<file path="src/rtl/design_48_pipe.sv">
// Valid/ready ALU pipeline: add/sub/and/xor with carry/borrow/zero flag,
// DEPTH elastic stages that fill under backpressure, and a delivered-result counter.
module design_48_pipe #(
  parameter int W     = 16,
  parameter int DEPTH = 2,
  parameter int CW    = 8
) (
  input  logic          clk,
  input  logic          rst_n,
  input  logic          in_valid,
  output logic          in_ready,
  input  logic [W-1:0]  a,
  input  logic [W-1:0]  b,
  input  logic [1:0]    op,
  output logic          out_valid,
  input  logic          out_ready,
  output logic [W-1:0]  y,
  output logic          flag,
  output logic [CW-1:0] count
);

  localparam logic [1:0] OP_ADD = 2'b00;
  localparam logic [1:0] OP_SUB = 2'b01;
  localparam logic [1:0] OP_AND = 2'b10;

  // Returns {flag, y}. Operands are unsigned: bit W of the widened add is the
  // carry, bit W of the widened subtract is the borrow (set iff opa < opb).
  function automatic logic [W:0] alu(input logic [W-1:0] opa,
                                     input logic [W-1:0] opb,
                                     input logic [1:0]   sel);
    logic [W:0]   ext;
    logic [W-1:0] r;
    ext = '0;
    r   = '0;
    case (sel)
      OP_ADD:  ext = {1'b0, opa} + {1'b0, opb};
      OP_SUB:  ext = {1'b0, opa} - {1'b0, opb};
      OP_AND: begin
        r   = opa & opb;
        ext = {(r == '0), r};
      end
      default: begin
        r   = opa ^ opb;
        ext = {(r == '0), r};
      end
    endcase
    return ext;
  endfunction

  logic [DEPTH-1:0] vld_p;
  logic [W-1:0]     y_p    [DEPTH];
  logic             flag_p [DEPTH];
  logic [DEPTH-1:0] adv;
  logic             stall;
  logic             in_xfer;
  logic             out_xfer;
  logic [W:0]       res;
  logic [CW-1:0]    count_q;

  // A stage is blocked only if it and every stage after it are full and the
  // sink is not taking a result; walking back from the sink avoids a
  // combinational loop through adv.
  always_comb begin
    adv   = '0;
    stall = ~out_ready;
    for (int k = DEPTH - 1; k >= 0; k--) begin
      adv[k] = vld_p[k] & ~stall;
      stall  = stall & vld_p[k];
    end
  end

  assign in_ready = ~vld_p[0] | adv[0];
  assign in_xfer  = in_valid & in_ready;
  assign out_xfer = vld_p[DEPTH-1] & out_ready;
  assign res      = alu(a, b, op);

  // Stage control: occupancy and delivered-result count
  always_ff @(posedge clk or negedge rst_n) begin
    if (!rst_n) begin
      vld_p   <= '0;
      count_q <= '0;
    end else begin
      if (in_xfer)
        vld_p[0] <= 1'b1;
      else if (adv[0])
        vld_p[0] <= 1'b0;
      for (int k = 1; k < DEPTH; k++) begin
        if (adv[k-1])
          vld_p[k] <= 1'b1;
        else if (adv[k])
          vld_p[k] <= 1'b0;
      end
      if (out_xfer)
        count_q <= count_q + CW'(1);
    end
  end

  // Stage payloads: loaded only when a result moves in, otherwise held
  always_ff @(posedge clk or negedge rst_n) begin
    if (!rst_n) begin
      for (int k = 0; k < DEPTH; k++) begin
        y_p[k]    <= '0;
        flag_p[k] <= 1'b0;
      end
    end else begin
      if (in_xfer) begin
        y_p[0]    <= res[W-1:0];
        flag_p[0] <= res[W];
      end
      for (int k = 1; k < DEPTH; k++) begin
        if (adv[k-1]) begin
          y_p[k]    <= y_p[k-1];
          flag_p[k] <= flag_p[k-1];
        end
      end
    end
  end

  // Output stage: driven straight from the last stage registers
  assign out_valid = vld_p[DEPTH-1];
  assign y         = y_p[DEPTH-1];
  assign flag      = flag_p[DEPTH-1];
  assign count     = count_q;

endmodule

</file>
<file path="config.mk">
export PLATFORM = sky130hd
export DESIGN_NAME = design_48_pipe
export DESIGN_NICKNAME = d
export VERILOG_FILES = /design/src/rtl/design_48_pipe.sv
export SDC_FILE = /design/constraint.sdc
export NUM_CORES = 1
export LEC_CHECK = 0
export BUFFER_PORTS_ARGS = -buffer_cell sky130_fd_sc_hd__buf_2
export CORE_MARGIN = 2
export CORE_UTILIZATION = 33
export DETAILED_ROUTE_END_ITERATION = 16
export SLEW_MARGIN = 20
export SYNTH_ARGS = -nofsm -noshare
export SYNTH_HDL_FRONTEND = slang
export SYNTH_SLANG_ARGS = --single-unit
</file>
<file path="constraint.sdc">
create_clock -name clk -period 4.53 [get_ports clk]
set_clock_uncertainty 0.05 [all_clocks]
set_input_delay 0.2265 -clock clk [delete_from_list [all_inputs] [get_ports clk]]
set_output_delay 0.2265 -clock clk [all_outputs]
set_load 0.01 [all_outputs]
</file>
==> flow_summary_export.csv, run 1 <==
group,metric,value,unit
run_status,status,"finished, final reports clean",
setup_path,reg2reg_setup_slack,2.88,ns
worst_hold_path,worstHoldPathType,"in -> reg",
placed_design,placed_cell_area,3860,um^2
detailed_routing,drt_iter0_drc,144,
layout,multiInputGateArea,2220,um^2
layout,nets,498,
power,power.static_leakage,1.87,nW
detailed_routing,wl_met1,4190,um
floorplan,core_area,10400,um^2
setup_path,required,4.65,ns
global_route,grt_pass1_wl,14000,um
clocking,cts_buffers,5,
global_route,grt_max_degree,45,
clocking,cts_tree,"yes",
global_route,antenna_found_initial,0,
synth,syn_area,3530,um^2
placed_design,place_congestion,0.958,
detailed_routing,wl_per_cell,15.2,um
clocking,clk_pin_slew,0.08,ns
detailed_routing,highest_layer,"met4",
detailed_routing,vias_per_cell,5.20,
synth,synthCells,379,
floorplan,io_pins,65,
setup_path,worst-r2r-cell-count,6,
worst_hold_path,holdPathStages,2,
synth,yosysUniqueCellTypes,49,
setup_path,crit_family,"compound AO/OA/AOI/OAI gates",
synth,yosys_warnings,0,
power,irDropWorstVdd,0.179,mV
sta,clock.fmax,0.305,GHz
clocking,clock_latency,0.29,ns
flow_run,max_cap_violations,0,
sta,final.period_utilization,72.4,%
setup_path,crit_fanout,34,
floorplan,dieArea,11500,um^2
setup_path,path_class,"in -> reg",
layout,ff_latch_area,1100,um^2
synth,yosys_most_used_dff,"dfrtp_1",
clocking,clkSinkCount,44,
synth,syn_avg_cell_area,9.31,um^2
layout,final_area,3970,um^2
layout,fin_cells,561,
detailed_routing,antenna_left,0,
sta,worst_hold_slack,0.0910,ns
setup_path,end_kind,"register",
setup_path,timing.rr.end,"y_p[28]",
synth,ys_async_sr_fraction,100,%
setup_path,arrival,3.40,ns
global_route,gr-total-overflow,0,
synth,ys_seq_area_share,31.2,%
detailed_routing,wirelength,8520,um
setup_path,rr_startpoint,"vld_p[1]",
setup_path,cp-start-kind,"input pin",
synth,ys_seq_elements,44,
floorplan,die_h,107,um
setup_path,worst_path_max_delay_cell,"nand2b_1",
sta,slew_headroom,53.1,%
layout,fillers,1087,
layout,layout-drive-gt1-share,23.1,%
sta,hold_viol,0,
global_route,grt_pass1_vias,2774,
placed_design,place_inst,552,
sta,drv_slew,0,
layout,antenna_cells,0,
synth,synth_edf_count,0,
floorplan,die_x,107,um
detailed_routing,remaining_drc_errors,0,
synth,synth_nets,452,
detailed_routing,wl_met3,498,um
setup_path,cpPeakStageDelay,0.44,ns
worst_hold_path,hold_path_end,"vld_p[0]",
global_route,grt_use_total,15.2,%
floorplan,start_util,34.0,%
setup_path,path_cells,"buf_2, nand2b_1, o21ai_0, o21ai_1, nor2_1, xor2_1, ha_1, and2_1, and3_1, a221o_1, a41oi_1, xor2_1, o21ai_0",
sta,worst_pin_slew,0.702,ns
placed_design,numPortBuffers,64,
clocking,clockRootBuffer,"clkbuf_8",
layout,area_growth,12.5,%
power,powerDensity,350,nW/um^2
detailed_routing,drt_pass1_iterations,4,
clocking,clockBufferDepth,2,
sta,fin_tns_setup,0,ns
placed_design,detailed_place_hpwl,6920,um
setup_path,crit_buf_inv,1,
detailed_routing,wl_met2,3750,um
sta,layout_min_cycle_time,3.28,ns
worst_hold_path,min_from,"in_valid",
floorplan,rows,37,
clocking,htree_levels,2,
detailed_routing,route.vias.total,2915,
sta,setup_viol,0,
sta,rsz0062_at_grt,"false",
clocking,post-cts-setup-buffers,0,
-- state kept, by name, summed over array words and instances, names as in the netlist --
| register | flops |
|---|---|
| y_p | 16 |
| y | 16 |
| flag | 1 |
| vld_p | 2 |
| flag_p | 1 |
| count | 8 |
-- area by class of cell --
type                       count  share of cell area, %
multi-input combinational    297                   56.0
clock inverter                 2                  0.315
inverter                      10                  0.945
tap                          136                   4.28
timing repair buffer          67                   9.01
sequential                    44                   27.7
clock buffer                   5                   1.73
-- worst max path at each step --
stage / end / from / slack, ns / depth (start not counted)
CTS: y_p[31] / op[1] / 1.26 / 13
floorplan: y_p[31] / b[1] / 1.48 / 13
global route: flag_p[1] / op[1] / 0.88 / 13
finish: y_p[31] / op[1] / 1.25 / 13
detailed placement: y_p[31] / op[1] / 0.95 / 13
global placement: y_p[31] / b[1] / 1.06 / 14
-- synthesized netlist by cell type, types with 6 or more instances --
library cell / n / share of area (%)
clkbuf_1: 11 / 1.2
xor2_1: 16 / 4.0
nor4_1: 8 / 1.4
mux2i_1: 18 / 5.1
nor2b_1: 6 / 1.1
buf_4: 16 / 3.4
nand2_1: 32 / 3.4
nand2b_1: 6 / 1.1
xnor2_1: 15 / 3.7
nor3_1: 6 / 0.85
mux2_2: 19 / 6.1
inv_1: 10 / 1.1
o21ai_0: 29 / 4.1
nor3b_1: 11 / 2.3
ha_1: 34 / 12
dfrtp_1: 44 / 31
a21oi_1: 22 / 3.1
nor2_1: 18 / 1.9
-- per-stage QoR --
stage / utilization, % / total power [mW] / setup slack, ns
after global placement: 37.2 / 1.15 / 1.06
after CTS: 38.0 / 1.41 / 1.26
after detailed placement: 37.2 / 1.17 / 0.950
final: 38.3 / 1.39 / 1.25
after floorplan: - / 1.02 / 1.48
after global routing: 38.3 / 1.50 / 0.880
-- placed cells by master (no fill, tap or decap), types with 4 or more instances in the layout --
cell type,count
a31oi_1,4
nor2b_1,6
clkbuf_8,5
xor2_1,16
nand2b_1,6
nand3_1,5
buf_2,64
a21oi_1,22
and3_1,4
mux2i_1,18
nand2_1,32
nor2_1,18
mux2_2,19
o31ai_1,4
a21o_1,5
xnor2_1,15
dfrtp_1,44
ha_1,34
o21ai_0,29
nor3b_1,11
nor4_1,8
inv_1,10
nor3_1,6
-- logic make-up (layout without fill, tap and decap cells) --
family                     after synthesis  in the layout  synth area share (%)
AOI/OAI and AO/OA                       83             83                  14.9
DFF                                     44             44                  31.2
adders and majority gates               35             35                  12.6
muxes                                   37             37                  11.2
xor gates and xnor gates                31             31                  7.69
buffers and inverters                   38             84                  5.78
and+or+nand+nor                        111            111                  16.6
-- report_power, final --
group / total (mW) / internal [mW] / switching (mW)
Sequential: 0.581 / 0.508 / 0.0733
Clock: 0.230 / 0.104 / 0.125
Combinational: 0.578 / 0.267 / 0.311
Total: 1.39 / 0.879 / 0.510
-- layer usage --
metal  vias to the layer above  GRT usage (%)
met4                         0           3.85
li1                       1451              -
met2                        96           23.1
met5                         -              0
met3                        11           1.76
met1                      1357           22.9
-- timing repair --
action	4_1_cts	5_1_grt
endpoints found under the hold margin	0	11
hold buffers	0	1
gates resized for setup	0	0
Note: power is estimated with default switching activity, not from simulation.
==> run 2: changes to the inputs <==
Clock period 4.53 ns to 2.9 ns, I/O delays scaled along.
==> run 2 against run 1 <==
Combinational power up 65%. Via count increased by 1.8%. Core utilization grew 2.7 points. First-iteration DRC count fell by 6.9%. Sequential share of layout area is 1.8 points lower. Final area grew 7.0%. Count of clock-buffer cells in the layout is 1 higher. Global-route usage decreased by 0.071 points. Critical path depth rose by 2. Die area did not move. Final cell count up 6.4%.
==> flow_summary_export.csv, run 2 (synthesis results as in run 1) <==
group,metric,value,unit
run_status,status,"finished, final reports clean",
setup_path,worst-r2r-cell-count,6,
layout,nets,534,
sta,fin_tns_setup,0,ns
detailed_routing,drt_iter0_drc,134,
floorplan,start_util,34.0,%
global_route,grt_max_degree,45,
floorplan,io_pins,65,
layout,antenna_cells,0,
global_route,use_met2,23.7,%
clocking,cts_buffers,5,
sta,rsz0062_at_grt,"false",
global_route,grt-busiest-layer,"met2",
clocking,htree_levels,2,
floorplan,rows,37,
clocking,clk_pin_slew,0.08,ns
clocking,clockRootBuffer,"clkbuf_8",
power,irDropWorstVdd,0.317,mV
global_route,global_route.usage.met3,2.06,%
detailed_routing,route.vias.total,2968,
worst_hold_path,hold_path_end,"count[0]",
clocking,clock_latency,0.28,ns
floorplan,die_x,107,um
worst_hold_path,holdPathStages,3,
sta,final.setup.worst_slack,0.218,ns
setup_path,arrival,2.80,ns
clocking,clkSinkCount,44,
global_route,grt_pass1_vias,2888,
setup_path,cp-start-kind,"input pin",
sta,slew_headroom,35.5,%
global_route,use_met1,21.7,%
sta,worst_pin_slew,0.967,ns
worst_hold_path,min_from,"out_ready",
detailed_routing,drt_pass1_iterations,4,
sta,layout_min_cycle_time,2.68,ns
layout,mostFrequentLayoutCells,"64 x buf_2, 44 x dfrtp_1, 37 x buf_4, 34 x ha_1, 32 x nand2_1",
placed_design,numPortBuffers,64,
worst_hold_path,worstHoldPathType,"in -> reg",
global_route,gr-total-overflow,0,
placed_design,detailed_place_hpwl,7020,um
detailed_routing,wl_per_cell,14.1,um
setup_path,required,3.02,ns
power,powerDensity,521,nW/um^2
floorplan,core_area,10400,um^2
global_route,grt_use_total,15.1,%
floorplan,die_h,107,um
setup_path,crit_fanout,4,
sta,final.period_utilization,92.5,%
setup_path,path_class,"in -> reg",
layout,area_growth,20.5,%
placed_design,place_congestion,0.859,
clocking,clockBufferDepth,2,
layout,utilization,41.0,%
layout,fillers,1082,
power,power.static_leakage,2.05,nW
sta,hold_viol,0,
sta,drv_slew,0,
clocking,post-cts-setup-buffers,0,
setup_path,rr_startpoint,"vld_p[1]",
layout,layout-drive-gt1-share,29.1,%
global_route,antenna_found_initial,0,
global_route,grt_pass1_wl,14100,um
clocking,cts_tree,"yes",
setup_path,reg2reg_setup_slack,1.24,ns
floorplan,dieArea,11500,um^2
placed_design,place_ws,-0.136,ns
detailed_routing,remaining_drc_errors,0,
sta,clock.fmax,0.373,GHz
layout,final_common_cell,"buf_2",
detailed_routing,vias_per_cell,4.97,
sta,setup_viol,0,
detailed_routing,antenna_left,0,
flow_run,max_cap_violations,0,
detailed_routing,wirelength,8410,um
setup_path,end_kind,"register",
setup_path,timing.rr.end,"y_p[24]",
-- run 2: cell type report --
class / instances / area (um^2) / share of cell area [%]
Sequential cell: 44 / 1100 / 25.9
Multi-Input combinational cell: 297 / 2250 / 52.9
Tap cell: 136 / 170 / 4.00
Clock buffer: 6 / 72.6 / 1.71
Inverter: 10 / 37.5 / 0.883
Clock inverter: 1 / 5.00 / 0.118
Timing Repair Buffer: 103 / 618 / 14.5
-- run 2: worst max path at each step --
stage          start       to  slack [ns]  cells after the start
2_1_floorplan  op[0]  y_p[31]        0.07                     12
3_3_place_gp    b[1]  y_p[31]       -0.06                     15
3_5_place_dp    b[1]  y_p[31]       -0.14                     15
4_1_cts         b[1]  y_p[31]        0.16                     15
5_1_grt         b[1]  y_p[31]        0.02                     15
6_report        b[1]  y_p[31]        0.22                     15
-- run 2: timing repair --
item / 4_1_cts / 5_1_grt
hold buffers: 2 / 0
endpoints found under the setup margin: 0 / 2
gates resized for setup: 0 / 2
hold endpoints to repair: 27 / 0
-- run 2: layer usage --
layer  wire [um]  part of all wire (%)
met1        4270                    51
met2        3610                    43
met3         364                   4.3
met4         173                   2.1
met5           0                     0
-- run 2: per-stage QoR --
step | hold WS [ns] | cell area, um^2 | power [mW] | std cells
6_report | 0.144 | 4250 | 2.21 | 597
5_1_grt | 0.157 | 4250 | 2.40 | 597
4_1_cts | 0.137 | 4240 | 2.24 | 597
3_5_place_dp | 0.304 | 4140 | 1.88 | 588
3_3_place_gp | 0.296 | 4140 | 1.86 | 588
2_1_floorplan | -0.201 | 3540 | 1.59 | 379
-- run 2: power breakdown --
part           internal [mW]  switching [mW]
clock                  0.164           0.186
combinational          0.466           0.489
sequential             0.793           0.115
-- run 2: worst max-delay path, stage by stage --
cell	delay [ns]
buf_2	0.10
inv_1	0.08
ha_1	0.17
nor4b_4	0.22
nand2_1	0.14
buf_4	0.18
o21ai_0	0.19
xor2_1	0.19
ha_1	0.29
a21oi_1	0.16
o21ai_0	0.15
a221o_1	0.37
a41oi_1	0.19
xor2_1	0.15
o21ai_0	0.08
==> run 3: changes to the inputs <==
Settings changed: CTS_BUF_LIST from default to sky130_fd_sc_hd__clkbuf_4.
Clock period 2.9 ns to 2.35 ns, I/O delays scaled along.
==> run 3 against run 2 <==
The run now ends with negative setup slack left. Count of clock-buffer cells in the layout did not move. Non-clock buffer count grew 29. Via count up 4.2%. Register-to-register slack worse by 0.46 ns. Wire length up 3.3%. Power up 25%. Critical endpoint is now flag_p[1]. Largest cell class unchanged.
==> flow_summary_export.csv, run 3 (synthesis results as in run 1) <==
group,metric,value,unit
run_status,status,"finished, violations left",
run_status,violations,"negative setup slack",
clocking,clockBufferDepth,2,
placed_design,place_congestion,0.898,
setup_path,arrival,2.53,ns
flow_run,max_cap_violations,0,
setup_path,required,2.52,ns
global_route,grt_use_total,15.6,%
power,combinationalPowerShare,46.7,%
setup_path,path_class,"in -> reg",
setup_path,worst_path_max_delay_cell,"or4_4",
setup_path,crit_fanout,2,
placed_design,detailed_place_hpwl,7160,um
setup_path,endpoint,"flag_p[1]",
detailed_routing,route.vias.total,3092,
floorplan,die_h,107,um
layout,fillers,1086,
worst_hold_path,worstHoldPathType,"in -> reg",
power,intPower,1.76,mW
power,power.static_leakage,2.20,nW
detailed_routing,drt_iter0_drc,64,
sta,worst_hold_slack,0.0261,ns
power,seq_power_share,40.3,%
detailed_routing,drt_pass1_iterations,4,
setup_path,crit_family,"simple AND/OR/NAND/NOR gates",
power,irDropWorstVdd,0.310,mV
setup_path,cpPeakStageDelay,0.53,ns
layout,area_growth,30.7,%
setup_path,cp-start-kind,"input pin",
clocking,clkSinkCount,44,
floorplan,start_util,34.0,%
floorplan,rows,37,
global_route,grt_pass1_wl,14500,um
placed_design,place_ws,-0.578,ns
setup_path,path_cells,"buf_2, or4_4, or3_4, o21ai_2, xor2_1, ha_1, buf_6, a311oi_2, o211ai_1, xnor2_1, o221ai_2",
floorplan,dieArea,11500,um^2
setup_path,crit_cells,11,
detailed_routing,wirelength,8690,um
floorplan,die_x,107,um
setup_path,reg2reg_setup_slack,0.78,ns
setup_path,worst-r2r-cell-count,6,
sta,fin_tns_setup,-0.00320,ns
clocking,cts_buffers,5,
global_route,antenna_found_initial,0,
clocking,cts_tree,"yes",
sta,final.setup.worst_slack,-0.00174,ns
placed_design,numPortBuffers,64,
layout,layout-drive-gt1-share,38.3,%
detailed_routing,remaining_drc_errors,0,
sta,clock.fmax,0.425,GHz
power,p_sw,1.02,mW
sta,final.period_utilization,100,%
global_route,gr-total-overflow,0,
sta,layout_min_cycle_time,2.35,ns
setup_path,crit_buf_inv,2,
sta,slew_headroom,62.3,%
setup_path,end_kind,"register",
setup_path,timing.rr.end,"y_p[29]",
detailed_routing,antenna_left,0,
floorplan,io_pins,65,
power,powerDensity,602,nW/um^2
layout,nets,563,
clocking,htree_levels,2,
sta,rsz0062_at_grt,"true",
layout,utilization,44.5,%
global_route,grt_max_degree,45,
layout,final_area,4610,um^2
sta,worst_pin_slew,0.565,ns
detailed_routing,wl_per_cell,13.9,um
layout,antenna_cells,0,
layout,mostFrequentLayoutCells,"64 x buf_4, 61 x buf_2, 44 x dfrtp_1, 33 x ha_1, 31 x nand2_1",
detailed_routing,vias_per_cell,4.93,
setup_path,rr_startpoint,"vld_p[1]",
clocking,clockRootBuffer,"clkbuf_4",
sta,drv_slew,0,
setup_path,startpoint,"b[10]",
layout,final_common_cell,"buf_4",
power,power_frac_clock,13.0,%
floorplan,core_area,10400,um^2
clocking,clock_latency,0.36,ns
clocking,clk_pin_slew,0.13,ns
power,sw_frac_of_total,36.6,%
global_route,grt_pass1_vias,3114,
sta,hold_viol,0,
sta,setup_viol,2,
placed_design,placed_cell_area,4410,um^2
==> run 3: worst min-delay path by stage <==
| stage | start | to | slack, ns | cells after the start |
|---|---|---|---|---|
| after floorplan | rst_n | count[0] | -0.23 | 0 |
| after global placement | rst_n | y[13] | 0.27 | 1 |
| after detailed placement | rst_n | y[12] | 0.29 | 1 |
| after CTS | out_ready | count[0] | 0.01 | 3 |
| after global routing | out_ready | count[0] | 0.03 | 3 |
| final | out_ready | count[0] | 0.03 | 3 |
==> run 3: repair_timing <==
action,4_1_cts,5_1_grt
hold buffers,2,0
hold endpoints to repair,45,0
buffers inserted,4,0
endpoints found under the setup margin,6,9
pin swaps,19,15
resized for setup,15,20
==> run 3: area by class of cell <==
cell class	instances	area, um^2	area share, %
multi-input combinational	297	2360	51.2
sequential	44	1100	23.9
timing repair buffer	132	871	18.9
tap	136	170	3.69
inverter	10	55.1	1.19
clock buffer	6	45.0	0.976
clock inverter	2	11.3	0.244
==> run 3: per-stage QoR <==
step / power, mW / cells
after global routing: 3.02 / 627
final: 2.78 / 627
after CTS: 2.79 / 628
after floorplan: 1.98 / 379
after detailed placement: 2.40 / 614
after global placement: 2.36 / 614
==> run 3: worst register-to-register path, stage by stage, from the launching register on <==
cell and delay [ns]:
dfrtp_1 0.45, nand3b_1 0.17, nand2_1 0.20, buf_4 0.25, nor3b_1 0.25, a21oi_1 0.06
o21ai_1 0.07
==> run 3: power by group through the flow <==
stage	Sequential (mW)	Combinational, mW	Clock, mW
after floorplan	1.14	0.839	0
after global placement	1.13	1.23	0
after detailed placement	1.14	1.25	0
after CTS	1.13	1.29	0.380
after global routing	1.16	1.45	0.410
final	1.12	1.30	0.360
==> run 3: per-layer routing <==
layer | wire length (um) | GRT usage (%) | vias up
met5 | 0 | 0 | -
met4 | 255 | 6.32 | 0
met3 | 402 | 1.88 | 15
met2 | 3750 | 24.9 | 80
met1 | 4280 | 21.5 | 1414
li1 | - | - | 1583
